[src/rtl/gpu_cmd_reader.sv]
// Command FIFO consumer: pops 82-bit entries, decodes, range-checks and normalises them,
// then presents one command at a time to the raster engine. Optional stats: GPU_CMD_RDR_STATS_EN.
module gpu_cmd_reader #(
    parameter int unsigned MAX_X = 639,
    parameter int unsigned MAX_Y = 479
) (
    input  logic        clk,
    input  logic        rst,
    input  logic        fifo_empty,
    input  logic        fifo_w_busy,
    input  logic [81:0] fifo_r_data,
    output logic        fifo_r_enable,
    output logic        cmd_valid,
    input  logic        cmd_ready,
    output logic [3:0]  cmd_op,
    output logic [9:0]  cmd_x0,
    output logic [9:0]  cmd_y0,
    output logic [9:0]  cmd_x1,
    output logic [9:0]  cmd_y1,
    output logic [23:0] cmd_color,
    output logic [13:0] cmd_aux,
    output logic        err_pulse
`ifdef GPU_CMD_RDR_STATS_EN
    ,
    output logic [15:0] cmd_count,
    output logic [7:0]  err_count
`endif
);

    localparam int unsigned OP_W   = 4;
    localparam int unsigned CRD_W  = 10;
    localparam int unsigned COL_W  = 24;
    localparam int unsigned AUX_W  = 14;

    localparam logic [CRD_W-1:0] MAX_X_C = CRD_W'(MAX_X);
    localparam logic [CRD_W-1:0] MAX_Y_C = CRD_W'(MAX_Y);

    localparam logic [1:0] S_IDLE = 2'd0;
    localparam logic [1:0] S_POP  = 2'd1;
    localparam logic [1:0] S_LOAD = 2'd2;
    localparam logic [1:0] S_OUT  = 2'd3;

    localparam logic [OP_W-1:0] OP_NOP   = 4'd0;
    localparam logic [OP_W-1:0] OP_LINE  = 4'd1;
    localparam logic [OP_W-1:0] OP_RECT  = 4'd2;
    localparam logic [OP_W-1:0] OP_FILL  = 4'd3;
    localparam logic [OP_W-1:0] OP_CLEAR = 4'd4;

    logic [1:0]       state_q, state_d;
    logic             fifo_r_enable_q, fifo_r_enable_d;
    logic             cmd_valid_q, cmd_valid_d;
    logic             err_pulse_q, err_pulse_d;
    logic [OP_W-1:0]  cmd_op_q, cmd_op_d;
    logic [CRD_W-1:0] cmd_x0_q, cmd_x0_d, cmd_y0_q, cmd_y0_d;
    logic [CRD_W-1:0] cmd_x1_q, cmd_x1_d, cmd_y1_q, cmd_y1_d;
    logic [COL_W-1:0] cmd_color_q, cmd_color_d;
    logic [AUX_W-1:0] cmd_aux_q, cmd_aux_d;

    logic [OP_W-1:0]  in_op;
    logic [CRD_W-1:0] in_x0, in_y0, in_x1, in_y1;
    logic [CRD_W-1:0] nx0, ny0, nx1, ny1;
    logic             is_draw, range_bad, load_err;

    // Field extraction, legality check and corner normalisation of the FIFO word.
    always_comb begin
        in_op     = fifo_r_data[81:78];
        in_x0     = fifo_r_data[77:68];
        in_y0     = fifo_r_data[67:58];
        in_x1     = fifo_r_data[57:48];
        in_y1     = fifo_r_data[47:38];
        is_draw   = (in_op == OP_LINE) || (in_op == OP_RECT) || (in_op == OP_FILL);
        range_bad = (in_x0 > MAX_X_C) || (in_x1 > MAX_X_C) ||
                    (in_y0 > MAX_Y_C) || (in_y1 > MAX_Y_C);
        load_err  = (in_op > OP_CLEAR) || (is_draw && range_bad);
        nx0 = in_x0;
        ny0 = in_y0;
        nx1 = in_x1;
        ny1 = in_y1;
        if ((in_op == OP_RECT) || (in_op == OP_FILL)) begin
            if (in_x0 > in_x1) begin
                nx0 = in_x1;
                nx1 = in_x0;
            end
            if (in_y0 > in_y1) begin
                ny0 = in_y1;
                ny1 = in_y0;
            end
        end else if (in_op == OP_CLEAR) begin
            nx0 = '0;
            ny0 = '0;
            nx1 = '0;
            ny1 = '0;
        end
    end

    // Next-state and registered-output logic.
    always_comb begin
        state_d         = state_q;
        fifo_r_enable_d = 1'b0;
        cmd_valid_d     = cmd_valid_q;
        err_pulse_d     = 1'b0;
        cmd_op_d        = cmd_op_q;
        cmd_x0_d        = cmd_x0_q;
        cmd_y0_d        = cmd_y0_q;
        cmd_x1_d        = cmd_x1_q;
        cmd_y1_d        = cmd_y1_q;
        cmd_color_d     = cmd_color_q;
        cmd_aux_d       = cmd_aux_q;
        case (state_q)
            S_IDLE: begin
                if (!fifo_empty && !fifo_w_busy) begin
                    state_d         = S_POP;
                    fifo_r_enable_d = 1'b1;
                end
            end
            S_POP: begin
                state_d = S_LOAD;
            end
            S_LOAD: begin
                if (load_err) begin
                    err_pulse_d = 1'b1;
                    state_d     = S_IDLE;
                end else if (in_op == OP_NOP) begin
                    state_d = S_IDLE;
                end else begin
                    cmd_op_d    = in_op;
                    cmd_x0_d    = nx0;
                    cmd_y0_d    = ny0;
                    cmd_x1_d    = nx1;
                    cmd_y1_d    = ny1;
                    cmd_color_d = fifo_r_data[37:14];
                    cmd_aux_d   = fifo_r_data[13:0];
                    cmd_valid_d = 1'b1;
                    state_d     = S_OUT;
                end
            end
            S_OUT: begin
                if (cmd_ready) begin
                    cmd_valid_d = 1'b0;
                    state_d     = S_IDLE;
                end
            end
            default: begin
                state_d     = S_IDLE;
                cmd_valid_d = 1'b0;
            end
        endcase
    end

    always_ff @(posedge clk) begin
        if (rst) begin
            state_q         <= S_IDLE;
            fifo_r_enable_q <= 1'b0;
            cmd_valid_q     <= 1'b0;
            err_pulse_q     <= 1'b0;
            cmd_op_q        <= '0;
            cmd_x0_q        <= '0;
            cmd_y0_q        <= '0;
            cmd_x1_q        <= '0;
            cmd_y1_q        <= '0;
            cmd_color_q     <= '0;
            cmd_aux_q       <= '0;
        end else begin
            state_q         <= state_d;
            fifo_r_enable_q <= fifo_r_enable_d;
            cmd_valid_q     <= cmd_valid_d;
            err_pulse_q     <= err_pulse_d;
            cmd_op_q        <= cmd_op_d;
            cmd_x0_q        <= cmd_x0_d;
            cmd_y0_q        <= cmd_y0_d;
            cmd_x1_q        <= cmd_x1_d;
            cmd_y1_q        <= cmd_y1_d;
            cmd_color_q     <= cmd_color_d;
            cmd_aux_q       <= cmd_aux_d;
        end
    end

    assign fifo_r_enable = fifo_r_enable_q;
    assign cmd_valid     = cmd_valid_q;
    assign err_pulse     = err_pulse_q;
    assign cmd_op        = cmd_op_q;
    assign cmd_x0        = cmd_x0_q;
    assign cmd_y0        = cmd_y0_q;
    assign cmd_x1        = cmd_x1_q;
    assign cmd_y1        = cmd_y1_q;
    assign cmd_color     = cmd_color_q;
    assign cmd_aux       = cmd_aux_q;

`ifdef GPU_CMD_RDR_STATS_EN
    logic [15:0] cmd_count_q, cmd_count_d;
    logic [7:0]  err_count_q, err_count_d;

    // Handshake counter wraps; error counter saturates and moves with the pulse itself.
    always_comb begin
        cmd_count_d = cmd_count_q;
        err_count_d = err_count_q;
        if (cmd_valid_q && cmd_ready) begin
            cmd_count_d = cmd_count_q + 16'd1;
        end
        if (err_pulse_d && (err_count_q != 8'hFF)) begin
            err_count_d = err_count_q + 8'd1;
        end
    end

    always_ff @(posedge clk) begin
        if (rst) begin
            cmd_count_q <= '0;
            err_count_q <= '0;
        end else begin
            cmd_count_q <= cmd_count_d;
            err_count_q <= err_count_d;
        end
    end

    assign cmd_count = cmd_count_q;
    assign err_count = err_count_q;
`endif

endmodule

[config.mk]
export PLATFORM = sky130hd
export DESIGN_NAME = gpu_cmd_reader
export DESIGN_NICKNAME = d
export VERILOG_FILES = /design/src/rtl/gpu_cmd_reader.sv
export SDC_FILE = /design/constraint.sdc
export NUM_CORES = 1
export LEC_CHECK = 0
export ABC_AREA = 1
export BUFFER_PORTS_ARGS = -buffer_cell sky130_fd_sc_hd__buf_2
export CORE_MARGIN = 2
export CORE_UTILIZATION = 30
export CTS_CLUSTER_SIZE = 40
export DETAILED_ROUTE_END_ITERATION = 10
export HOLD_SLACK_MARGIN = 0.1
export PLACE_DENSITY_LB_ADDON = 0.05
export SYNTH_ARGS = -nofsm -noshare
export SYNTH_HDL_FRONTEND = slang
export SYNTH_SLANG_ARGS = --single-unit
[constraint.sdc]
create_clock -name clk -period 2.2 [get_ports clk]
set_input_delay 0.44 -clock clk [delete_from_list [all_inputs] [get_ports clk]]
set_output_delay 0.44 -clock clk [all_outputs]
set_load 0.03 [all_outputs]
==> summary.md <==
| Metric | Value |
|---|---|
| Share of cells above drive strength 1 | 0.230 |
| Slew Limit Fails | 0 |
| Fin Clk Skew | 0.00748 ns |
| Final wirelength | 14.6 mm |
| Post-CTS Setup Inserts | 0 |
| Worst Path Buf+Inv | 2 |
| Die Y | between 100 and 150 um |
| Num CTS Buffers | 9 |
| Peak supply drop | 0.332 mV |
| Asr flop ratio synth | 0 |
| Root Driver | clkbuf_16 |
| First-pass GRT wire length | 23.2 mm |
| Gpl congestion | 0.844 |
| Post-Syn Area | 4820 sq um |
| Distinct cells, synth | 26 |
| Max cap viols | 0 |
| Fin cells | between 1,000 and 1,500 |
| Clock share of power | 0.404 |
| Leakage dissipation | 3.27 nW |
| Number of port buffers | 171 |
| CP max FO | 18 |
| Vias in the first global route | 4,554 |
| ANT cells | 0 |
| Top cell family by delay on the critical path | simple AND/OR/NAND/NOR gates |
| Switching power | 1.05 mW |
| Ys flop type | dfxtp_1 |
| Htree depth | 3 |
| CTS tree | yes |
| Avg Inst Size Synth | roughly 6.4 sq um |
| Final nets | 1,018 |
| Final instance area | slightly above 6000 sq um |
| Min-Delay Path Class | input port to register |
| Total grt overflow | 0 |
| Critical Path RT | 2.47 ns |
| Die area | 17,100 sq um |
| Number of synthesized flops with an enable pin | 0 |
| # fillers | 1,752 |
| Later-pin clock latency in the skew report | 0.34 ns |
| Initial core utilization | 0.306 |
| Synthesized flop and latch total | 87 |
| Post-CTS sizing | 0 |
| Rows | 46 |
| Unrepaired setup endpoints after global routing | false |
| WHS | 0.348 ns |
| Area post-placement | 5920 sq um |
| Max incr delay on CP | between 0.2 and 0.3 ns |
| Antenna violations before repair | 0 |
| Largest net degree at the start of global routing | 77 |
| Gate power share | 0.156 |
| Ports | between 150 and 200 |
| Yosys warnings | 0 |
| Pwr/cell area | 585 nW/um^2 |
| Drt first pass iters | 4 |
| CP startpoint kind | input port |
| Net Sw Frac | 0.289 |
| Worst-Margin Slew | 0.440 ns |
| Deepest clock path buffer count | 2 |
| Starting DRT DRC Count | about 280 |
| Peak Freq | 0.555 GHz |
| Post-DRT Antenna Nets | 0 |
| Hold buffers post-CTS | 0 |
| Residual DRC | 0 |
| Tcrit/Tclk final | 0.820 |
| Die width | around 130 um |
| # setup viols final | 0 |
| Clock-pin slew on the worst setup and hold paths | about 0.070 ns |
| Wire per inst | 12.9 um |
| Sequential Power Share | 0.440 |
| Crit path capture type | register |
| Seq/Total Area, Yosys | 0.361 |
| Average vias per placed instance | 4.45 |
| Slew headroom | 0.706 |
| GRT Total Usage | 0.171 |
| DPL Wire Length | 10.4 mm |
| Layout Area Growth over Synthesis | 28.5% |
| Vias | 5,037 |
| Min Tclk post-route | between 1.5 and 2 ns |
| Fin. Hold Viols | 0 |
| Status | finished clean |
| Cell-internal power | 2.58 mW |
| Data arrival time of the worst path | approximately 2.1 ns |
| Crit-path cells | buf_2 -> inv_1 -> ha_1 -> nand2_1 -> nor2_1 -> nand3_1 -> nand3_2 -> nand2_2 -> nand2_1 -> nand3_1 -> a21oi_1 |
| WS Path Type | input port to register |
| Core Area | about 16,000 sq um |
| CTS sink cnt | 87 |
| Mapped Cells | 759 |
| Setup TNS Final | 0 ns |
| Cells after DPL | 1,116 |
| Crit-path slowest cell | ha_1 |
| Syn nets | 866 |
-- final timing paths --
kind	depth (start not counted)	slack (ns)	startpoint	endpoint
setup / recovery	11	0.40	fifo_r_data[46]	cmd_y1[3]
hold / removal	3	0.35	fifo_r_data[3]	cmd_aux[3]
setup reg to reg	7	0.53	state_q[1]	cmd_color[12]
hold reg to reg	2	0.44	cmd_op[3]	cmd_op[3]
-- cells by family (layout without fill, tap and decap cells) --
logic type      after synthesis  in the layout  share of synthesized area
compound gates               89             89                     0.0926
flops                        87             87                      0.361
buf+inv                     144            301                      0.126
fa+ha+maj                    20             20                     0.0519
simple gates                419            419                      0.368
-- area by class of cell --
class / count / area, sq um / area share
Clock buffer: 10 / 229 / 0.0370
Clock inverter: 6 / 46.3 / 0.00747
Inverter: 97 / 364 / 0.0588
Multi-Input combinational cell: 528 / 2480 / 0.401
Sequential cell: 87 / 1740 / 0.281
Tap cell: 216 / 270 / 0.0436
Timing Repair Buffer: 188 / 1060 / 0.171
-- cell usage in the layout (no fill, tap or decap), types with 2 or more instances in the layout --
cell type | synthesis | routed
a21oi_1 | 45 | 45
buf_12 | 0 | 6
buf_2 | 10 | 171
buf_4 | 3 | 11
clkbuf_16 | 0 | 9
clkinv_4 | 0 | 2
clkinvlp_4 | 0 | 2
dfxtp_1 | 87 | 87
ha_1 | 20 | 20
inv_1 | 94 | 94
inv_2 | 1 | 2
nand2_1 | 151 | 151
nand3_1 | 82 | 82
nand4_1 | 3 | 3
nor2_1 | 134 | 133
nor3_1 | 39 | 39
o21ai_0 | 43 | 43
or2_1 | 2 | 2
-- power by group through the flow --
stage                     Clock [mW]  Sequential, mW  Combinational (mW)
after floorplan                    0            1.66               0.326
after global placement             0            1.63               0.562
after detailed placement           0            1.63               0.563
after CTS                       1.53            1.60               0.567
after global routing            1.58            1.60               0.644
final                           1.46            1.60               0.564
-- Yosys cell counts (all sizes together) (2+ instances only) --
cell type | count | area, sq um
ha | 20 | 250
clkinv | 2 | 7.51
nand3 | 83 | 420
nand2 | 153 | 579
buf | 20 | 144
nand4 | 4 | 31.3
o21ai | 43 | 215
nor2 | 134 | 503
a21oi | 45 | 225
clkbuf | 27 | 101
nor3 | 39 | 195
inv | 95 | 357
or2 | 3 | 18.8
dfxtp | 87 | 1740
-- metal layers --
metal	vias to the layer above	GRT usage	wire length (um)
li1	2707	-	-
met1	2170	0.245	7480
met2	150	0.264	6160
met3	10	0.0285	831
met4	0	0.0526	156
met5	-	0	0
-- sequential cells by signal (all words and copies together), names as in the netlist --
| signal | cells |
|---|---|
| cmd_color | 24 |
| cmd_op | 4 |
| cmd_x1 | 10 |
| cmd_y1 | 10 |
| cmd_y0 | 10 |
| cmd_aux | 14 |
| cmd_valid | 1 |
| state_q | 2 |
| err_pulse | 1 |
| cmd_x0 | 10 |
| fifo_r_enable | 1 |
-- per-stage QoR --
step | worst slack [ns] | util | power (mW)
after floorplan | 0.385 | - | 1.98
after global placement | 0.0329 | 0.375 | 2.19
after detailed placement | 0.00829 | 0.375 | 2.20
after CTS | 0.375 | 0.393 | 3.69
after global routing | 0.211 | 0.393 | 3.82
final | 0.397 | 0.393 | 3.62
-- worst register-to-register path: stages (launching register included) --
cell	delay [ns]
dfxtp_1	0.38
inv_2	0.05
or2_1	0.22
a21oi_1	0.22
nand2_4	0.14
buf_4	0.27
o21ai_0	0.23
nor2_1	0.06
Note: power is estimated with default switching activity, not from simulation.
